`config.mk`:
```
export PLATFORM = sky130hd
export DESIGN_NAME = clk_rate_alarm
export DESIGN_NICKNAME = d
export VERILOG_FILES = /design/src/rtl/clk_rate_alarm.sv
export SDC_FILE = /design/constraint.sdc
export NUM_CORES = 1
export LEC_CHECK = 0
export ABC_AREA = 1
export BUFFER_PORTS_ARGS = -buffer_cell sky130_fd_sc_hd__buf_2
export CORE_UTILIZATION = 47
export DETAILED_ROUTE_END_ITERATION = 16
export PLACE_DENSITY = 0.77
export REMOVE_ABC_BUFFERS = 1
export SLEW_MARGIN = 20
export SYNTH_ARGS = -nofsm -noshare
export SYNTH_HDL_FRONTEND = slang
export SYNTH_SLANG_ARGS = --single-unit
```
`constraint.sdc`:
```
create_clock -name clk_ref -period 2.1 [get_ports clk_ref]
set_input_delay 0.105 -clock clk_ref [delete_from_list [all_inputs] [get_ports clk_ref]]
set_output_delay 0.105 -clock clk_ref [all_outputs]
set_load 0.005 [all_outputs]
```
`src/rtl/clk_rate_alarm.sv`:
```
// clk_rate_alarm: single-channel threshold/alarm stage behind the clock monitor.
// Classifies each accepted rate sample against inclusive [cfg_min, cfg_max],
// debounces entry to and exit from ALARM, keeps sticky status bits, counts
// alarm entries (saturating) and drives a maskable level interrupt.
//
// Ports (all in the clk_ref domain):
//   clk_ref        reference clock, rising edge
//   aresetn        asynchronous active-low reset
//   rate           latest rate measurement (unsigned)
//   rate_valid     one-cycle pulse marking a new rate
//   unlocks        running unlock count; 0 means software-cleared
//   cfg_enable     1 = evaluate samples, 0 = hold FSM in INIT
//   cfg_min        inclusive lower limit
//   cfg_max        inclusive upper limit
//   cfg_irq_mask   per-bit enable of status_sticky into irq
//   clr_status     write-1-to-clear pulses for status_sticky
//   status_sticky  [0] rate_low, [1] rate_high, [2] unlock
//   alarm          debounced alarm level
//   state          INIT=0, OK=1, PEND_BAD=2, ALARM=3, PEND_OK=4
//   last_rate      last accepted sample
//   bad_count      number of entries into ALARM, saturating
//   irq            |(status_sticky & cfg_irq_mask)
module clk_rate_alarm #(
    parameter int unsigned RATE_W   = 32,
    parameter int unsigned DEBOUNCE = 3,
    parameter int unsigned CNT_W    = 16
) (
    input  logic              clk_ref,
    input  logic              aresetn,
    input  logic [RATE_W-1:0] rate,
    input  logic              rate_valid,
    input  logic [31:0]       unlocks,
    input  logic              cfg_enable,
    input  logic [RATE_W-1:0] cfg_min,
    input  logic [RATE_W-1:0] cfg_max,
    input  logic [2:0]        cfg_irq_mask,
    input  logic [2:0]        clr_status,
    output logic [2:0]        status_sticky,
    output logic              alarm,
    output logic [2:0]        state,
    output logic [RATE_W-1:0] last_rate,
    output logic [CNT_W-1:0]  bad_count,
    output logic              irq
);

    typedef enum logic [2:0] {
        StInit    = 3'd0,
        StOk      = 3'd1,
        StPendBad = 3'd2,
        StAlarm   = 3'd3,
        StPendOk  = 3'd4
    } state_e;

    localparam logic [7:0] DebLast = 8'(DEBOUNCE);
    localparam bit         DebOne  = (DEBOUNCE == 1);

    state_e            state_q, state_d;
    logic [7:0]        cnt_q, cnt_d;
    logic              alarm_q, alarm_d;
    logic [2:0]        sticky_q, sticky_d;
    logic [RATE_W-1:0] last_rate_q, last_rate_d;
    logic [CNT_W-1:0]  bad_count_q, bad_count_d;
    logic [31:0]       prev_unlocks_q;
    logic              prev_valid_q;

    logic       accept;
    logic       low, high, bad;
    logic [7:0] cnt_inc;
    logic       enter_alarm;
    logic [2:0] set_bits;

    assign accept  = rate_valid & cfg_enable;
    assign low     = rate < cfg_min;
    // low has priority, so an inverted window reports every sample as low
    assign high    = !low && (rate > cfg_max);
    assign bad     = low | high;
    // cnt always stays below DEBOUNCE (<= 255), so this cannot wrap
    assign cnt_inc = cnt_q + 8'd1;

    always_comb begin
        state_d = state_q;
        cnt_d   = cnt_q;
        if (!cfg_enable) begin
            state_d = StInit;
            cnt_d   = '0;
        end else if (rate_valid) begin
            case (state_q)
                StInit, StOk: begin
                    if (!bad) begin
                        state_d = StOk;
                        cnt_d   = '0;
                    end else if (DebOne) begin
                        state_d = StAlarm;
                        cnt_d   = '0;
                    end else begin
                        state_d = StPendBad;
                        cnt_d   = 8'd1;
                    end
                end
                StPendBad: begin
                    if (!bad) begin
                        state_d = StOk;
                        cnt_d   = '0;
                    end else if (cnt_inc == DebLast) begin
                        state_d = StAlarm;
                        cnt_d   = '0;
                    end else begin
                        cnt_d = cnt_inc;
                    end
                end
                StAlarm: begin
                    if (bad) begin
                        cnt_d = '0;
                    end else if (DebOne) begin
                        state_d = StOk;
                        cnt_d   = '0;
                    end else begin
                        state_d = StPendOk;
                        cnt_d   = 8'd1;
                    end
                end
                StPendOk: begin
                    if (bad) begin
                        state_d = StAlarm;
                        cnt_d   = '0;
                    end else if (cnt_inc == DebLast) begin
                        state_d = StOk;
                        cnt_d   = '0;
                    end else begin
                        cnt_d = cnt_inc;
                    end
                end
                default: begin
                    state_d = StInit;
                    cnt_d   = '0;
                end
            endcase
        end
    end

    // PEND_OK -> ALARM is a bounce back, not a fresh alarm, so it is not counted
    assign enter_alarm = accept && (state_d == StAlarm) &&
                         ((state_q == StInit) || (state_q == StOk) || (state_q == StPendBad));

    always_comb begin
        alarm_d     = (state_d == StAlarm) || (state_d == StPendOk);
        last_rate_d = accept ? rate : last_rate_q;
        bad_count_d = bad_count_q;
        if (enter_alarm && (bad_count_q != '1)) begin
            bad_count_d = bad_count_q + 1'b1;
        end

        set_bits = 3'b000;
        if (accept && bad && (state_d == StAlarm)) begin
            set_bits[0] = low;
            set_bits[1] = !low;
        end
        // first cycle after reset only captures the count, nothing to compare against
        if (prev_valid_q && (unlocks != prev_unlocks_q) && (unlocks != '0)) begin
            set_bits[2] = 1'b1;
        end
        // set wins over a same-cycle clear
        sticky_d = (sticky_q & ~clr_status) | set_bits;
    end

    always_ff @(posedge clk_ref or negedge aresetn) begin
        if (!aresetn) begin
            state_q        <= StInit;
            cnt_q          <= '0;
            alarm_q        <= 1'b0;
            sticky_q       <= '0;
            last_rate_q    <= '0;
            bad_count_q    <= '0;
            prev_unlocks_q <= '0;
            prev_valid_q   <= 1'b0;
        end else begin
            state_q        <= state_d;
            cnt_q          <= cnt_d;
            alarm_q        <= alarm_d;
            sticky_q       <= sticky_d;
            last_rate_q    <= last_rate_d;
            bad_count_q    <= bad_count_d;
            prev_unlocks_q <= unlocks;
            prev_valid_q   <= 1'b1;
        end
    end

    assign state         = state_q;
    assign alarm         = alarm_q;
    assign status_sticky = sticky_q;
    assign last_rate     = last_rate_q;
    assign bad_count     = bad_count_q;
    assign irq           = |(sticky_q & cfg_irq_mask);

endmodule

```
==> flow_summary.ini <==
[worst_hold_path]
hp-class = in2reg

[critical_path]
path_max_fanout = 8
cp_top_family = simple AND/OR/NAND/NOR gates
slowest_delay_ns = 0.43
path_cells = ha_4 -> nand3_4 -> xor2_2 -> nand3_1 -> nor2_2 -> nand3b_4 -> inv_4 -> nand2_2 -> nand2_2 -> nor2_2 -> nand3_2 -> nand3_4 -> nor2_4 -> nand4_4 -> nand2_1 -> nand2_1
r2r-start = cnt_q[1]$_DFFE_PN0P_
timing.rr.end = bad_count[11]$_DFFE_PN0P_
crit_buf_inv = 1
critPathKind = reg2reg
crit_start = cnt_q[1]$_DFFE_PN0P_
cp_slowest_cell = dfrtp_1
setup.worst_path.end = bad_count[11]$_DFFE_PN0P_
required_ns = 2.34
critPathLaunchType = register
reg2reg_slack_ns = -0.29
arrival_ns = 2.64
critPathCaptureType = register
rr_worst_depth = 16
cp.depth = 16

[synthesis]
seq_area_frac_synth_pct = 39.2
synth_fa_ha_area_share_pct = 13.5
synth_cell_type_count = 41
ys_ff_latch = 96
synth.area.mux_share_pct = 0
synthSimpleGateAreaFrac_pct = 28.4
syn_avg_cell_area_sq_um = 8.03
yosysWarnings = 0
syn_area_sq_um = 6130
synth-compound-area-share_pct = 5.55
synth_top_family_by_area = simple AND/OR/NAND/NOR gates
netlist_instances = 764
synthXorXnorAreaFrac_pct = 5.71

[drt]
wl_per_cell_um = 13.5
drt.antenna.violating_nets = 0
drtPass1Iterations = 5
via_per_inst = 4.91
drcViolationCount = 0
vias = 6075
drt_iter0_markers = 372
wirelength_um = 16700

[sta]
drv_slew = 0
finalClockSkew_ns = 0.0112
finalWorstSetupSlack_ns = -0.294
final.period_utilization_pct = 114
whs_ns = 0.0102
setup_viol = 18
finalCriticalPeriod_ns = 2.39
final_hold_viol_count = 0
worstMarginPinSlew_ns = 0.539
max_slew_margin_pct = 63.6
rsz0062_at_grt = true
max_freq_mhz = 418

[clock_tree]
worst_skew_pair.late_latency_ns = 0.35
clock_path_buffers = 2
htree_levels = 3
cts_tree = done
cts_buffers = 9
clkTransAtPathRegs_ns = 0.08
clock_sinks = 96
cts-root-buf = clkbuf_16

[place]
place_inst = 1166
io_buffers = 193
routabilityCongestion = 0.858
place_ws_ns = -0.427
hpwlAfterDp_um = 11900

[layout]
layout.nets = 1265
fillers = 1035
antenna-diode-count = 0
area_delta_synth_final_pct = 41.0
instances_no_fill = 1238
drive_gt1_share_pct = 29.4

[status]
status = finished with violations
violations = setup timing

[floorplanning]
dieWidth_um = 116
ios = 194
dieHeight_um = 116
fp-row-count = 41
die_area_sq_um = 13500
coreArea_sq_um = 12700
start_util_pct = 48.4

[power]
powerDensity_nw_per_um2 = 558
vdd_drop_max_uv = 346
total_leakage_power_uw = 0.00479

[grt]
antenna_found_initial = 0
grt_usage_pct = 25.0
grt-ovfl-total = 0
grt_pass1_wl_um = 26400
grt_max_degree = 53
grt_pass1_vias = 6025

[flow_run]
max_cap_violations = 0
[worst min path at each step]
stage | from | to | slack [ns] | cells after the start
CTS | rate[10] | last_rate[10]$_DFFE_PN0P_ | 0.0008 | 3
detailed placement | aresetn | prev_unlocks_q[16]$_DFF_PN0_ | -0.04 | 1
finish | rate[16] | last_rate[16]$_DFFE_PN0P_ | 0.01 | 3
floorplan | aresetn | alarm$_DFF_PN0_ | -0.19 | 0
global route | rate[15] | last_rate[15]$_DFFE_PN0P_ | 0.02 | 3
global placement | aresetn | prev_unlocks_q[0]$_DFF_PN0_ | -0.04 | 1
[cell type report]
type	instances	area, sq um	share of cell area (%)
sequential	96	2400	27.8
inverter	111	419	4.85
multi-input combinational	549	3410	39.4
clock buffer	9	225	2.60
tap	172	215	2.49
clock inverter	7	76.3	0.883
timing repair buffer	294	1900	22.0
[kinds of logic (layout without fill, tap and decap cells)]
logic type,count (synthesis),count (layout)
AND/OR/NAND/NOR,381,382
buffers and inverters,120,421
flip-flops,96,96
adder cells (fa/ha/maj),66,66
AO/OA/AOI/OAI,60,60
XOR/XNOR,40,40
other,1,1
[metrics by stage]
step	total power, uW	setup TNS [ns]	utilization, %	cell area, sq um
final	4820	-4.56	68.2	8650
after global routing	5080	-7.41	68.2	8650
after CTS	4830	-3.98	67.3	8530
after detailed placement	3060	-7.56	60.3	7640
after global placement	3030	-5.35	60.3	7640
after floorplan	2560	-2.12	-	6080
[sequential cells by signal (all words and copies together) (netlist names)]
register / flops
prev_unlocks_q: 32
cnt_q: 8
prev_valid_q: 1
state: 3
status_sticky: 3
bad_count: 16
alarm: 1
last_rate: 32
[power by group]
group          internal (uW)  switching, uW
combinational            524            568
clock                    851            822
sequential              1970           85.6
[worst min-delay path: stages]
cell and delay [ns]:
buf_2 0.11, nand2_1 0.06, nand2_1 0.05
[cells in the mapped netlist]
cell type	instances	area, sq um
a21o_1	1	7.51
a21oi_1	30	150
a32o_1	1	10.0
and3_1	1	6.26
buf_6	2	22.5
clkbuf_1	6	22.5
clkbuf_4	1	7.51
clkinv_1	1	3.75
conb_1	1	3.75
dfrtp_1	96	2400
ha_1	66	826
inv_1	107	402
inv_2	3	11.3
nand2_1	242	908
nand2_2	9	56.3
nand2_4	1	11.3
nand3_1	35	175
nand3_2	8	80.1
nand3b_4	1	20.0
nand4_1	16	100
nand4_4	2	42.5
nor2_1	36	135
nor2_2	1	6.26
nor2_4	2	22.5
nor3_1	8	40.0
nor3_2	1	10.0
nor3_4	1	16.3
nor3b_2	1	12.5
nor4_1	10	62.6
o2111ai_1	3	26.3
o211ai_1	1	7.51
o21a_1	1	7.51
o21ai_0	13	65.1
o21ai_1	2	10.0
o221ai_1	1	8.76
o22ai_1	5	31.3
o311ai_0	1	8.76
o31ai_1	1	7.51
or2_2	6	37.5
xnor2_1	30	263
xor2_1	10	87.6
[timing repair]
action                                  CTS  global route
pin swaps                                17             8
endpoints found under the setup margin   19            21
hold endpoints to repair                145             0
gates resized for setup                  11            24
cloned                                    1             0
buffers inserted                          3             4
hold buffers                             50             0
[cell usage in the layout (no fill, tap or decap), drive strengths merged, types with 3 or more instances in the layout]
cell type	synthesis	final
ha	66	66
nand3	43	43
a21oi	30	30
dfrtp	96	96
dlygate4sd3	0	50
o2111ai	3	3
or2	6	6
inv	110	115
xor2	10	10
buf	2	244
nor4	10	10
xnor2	30	30
clkbuf	7	9
clkinv	1	3
nor3	10	10
nand4	18	19
o21ai	15	15
o22ai	5	5
nor2	39	39
nand2	252	252
[routing by layer]
metal / vias to the layer above / GRT usage, % / wire [um] / part of all wire (%)
li1: 3054 / - / - / -
met1: 2777 / 29.5 / 7200 / 43
met2: 207 / 44.3 / 8200 / 49
met3: 37 / 4.98 / 914 / 5.5
met4: 0 / 10.1 / 402 / 2.4
met5: - / 0 / 0 / 0
Note: power is estimated with default switching activity, not from simulation.
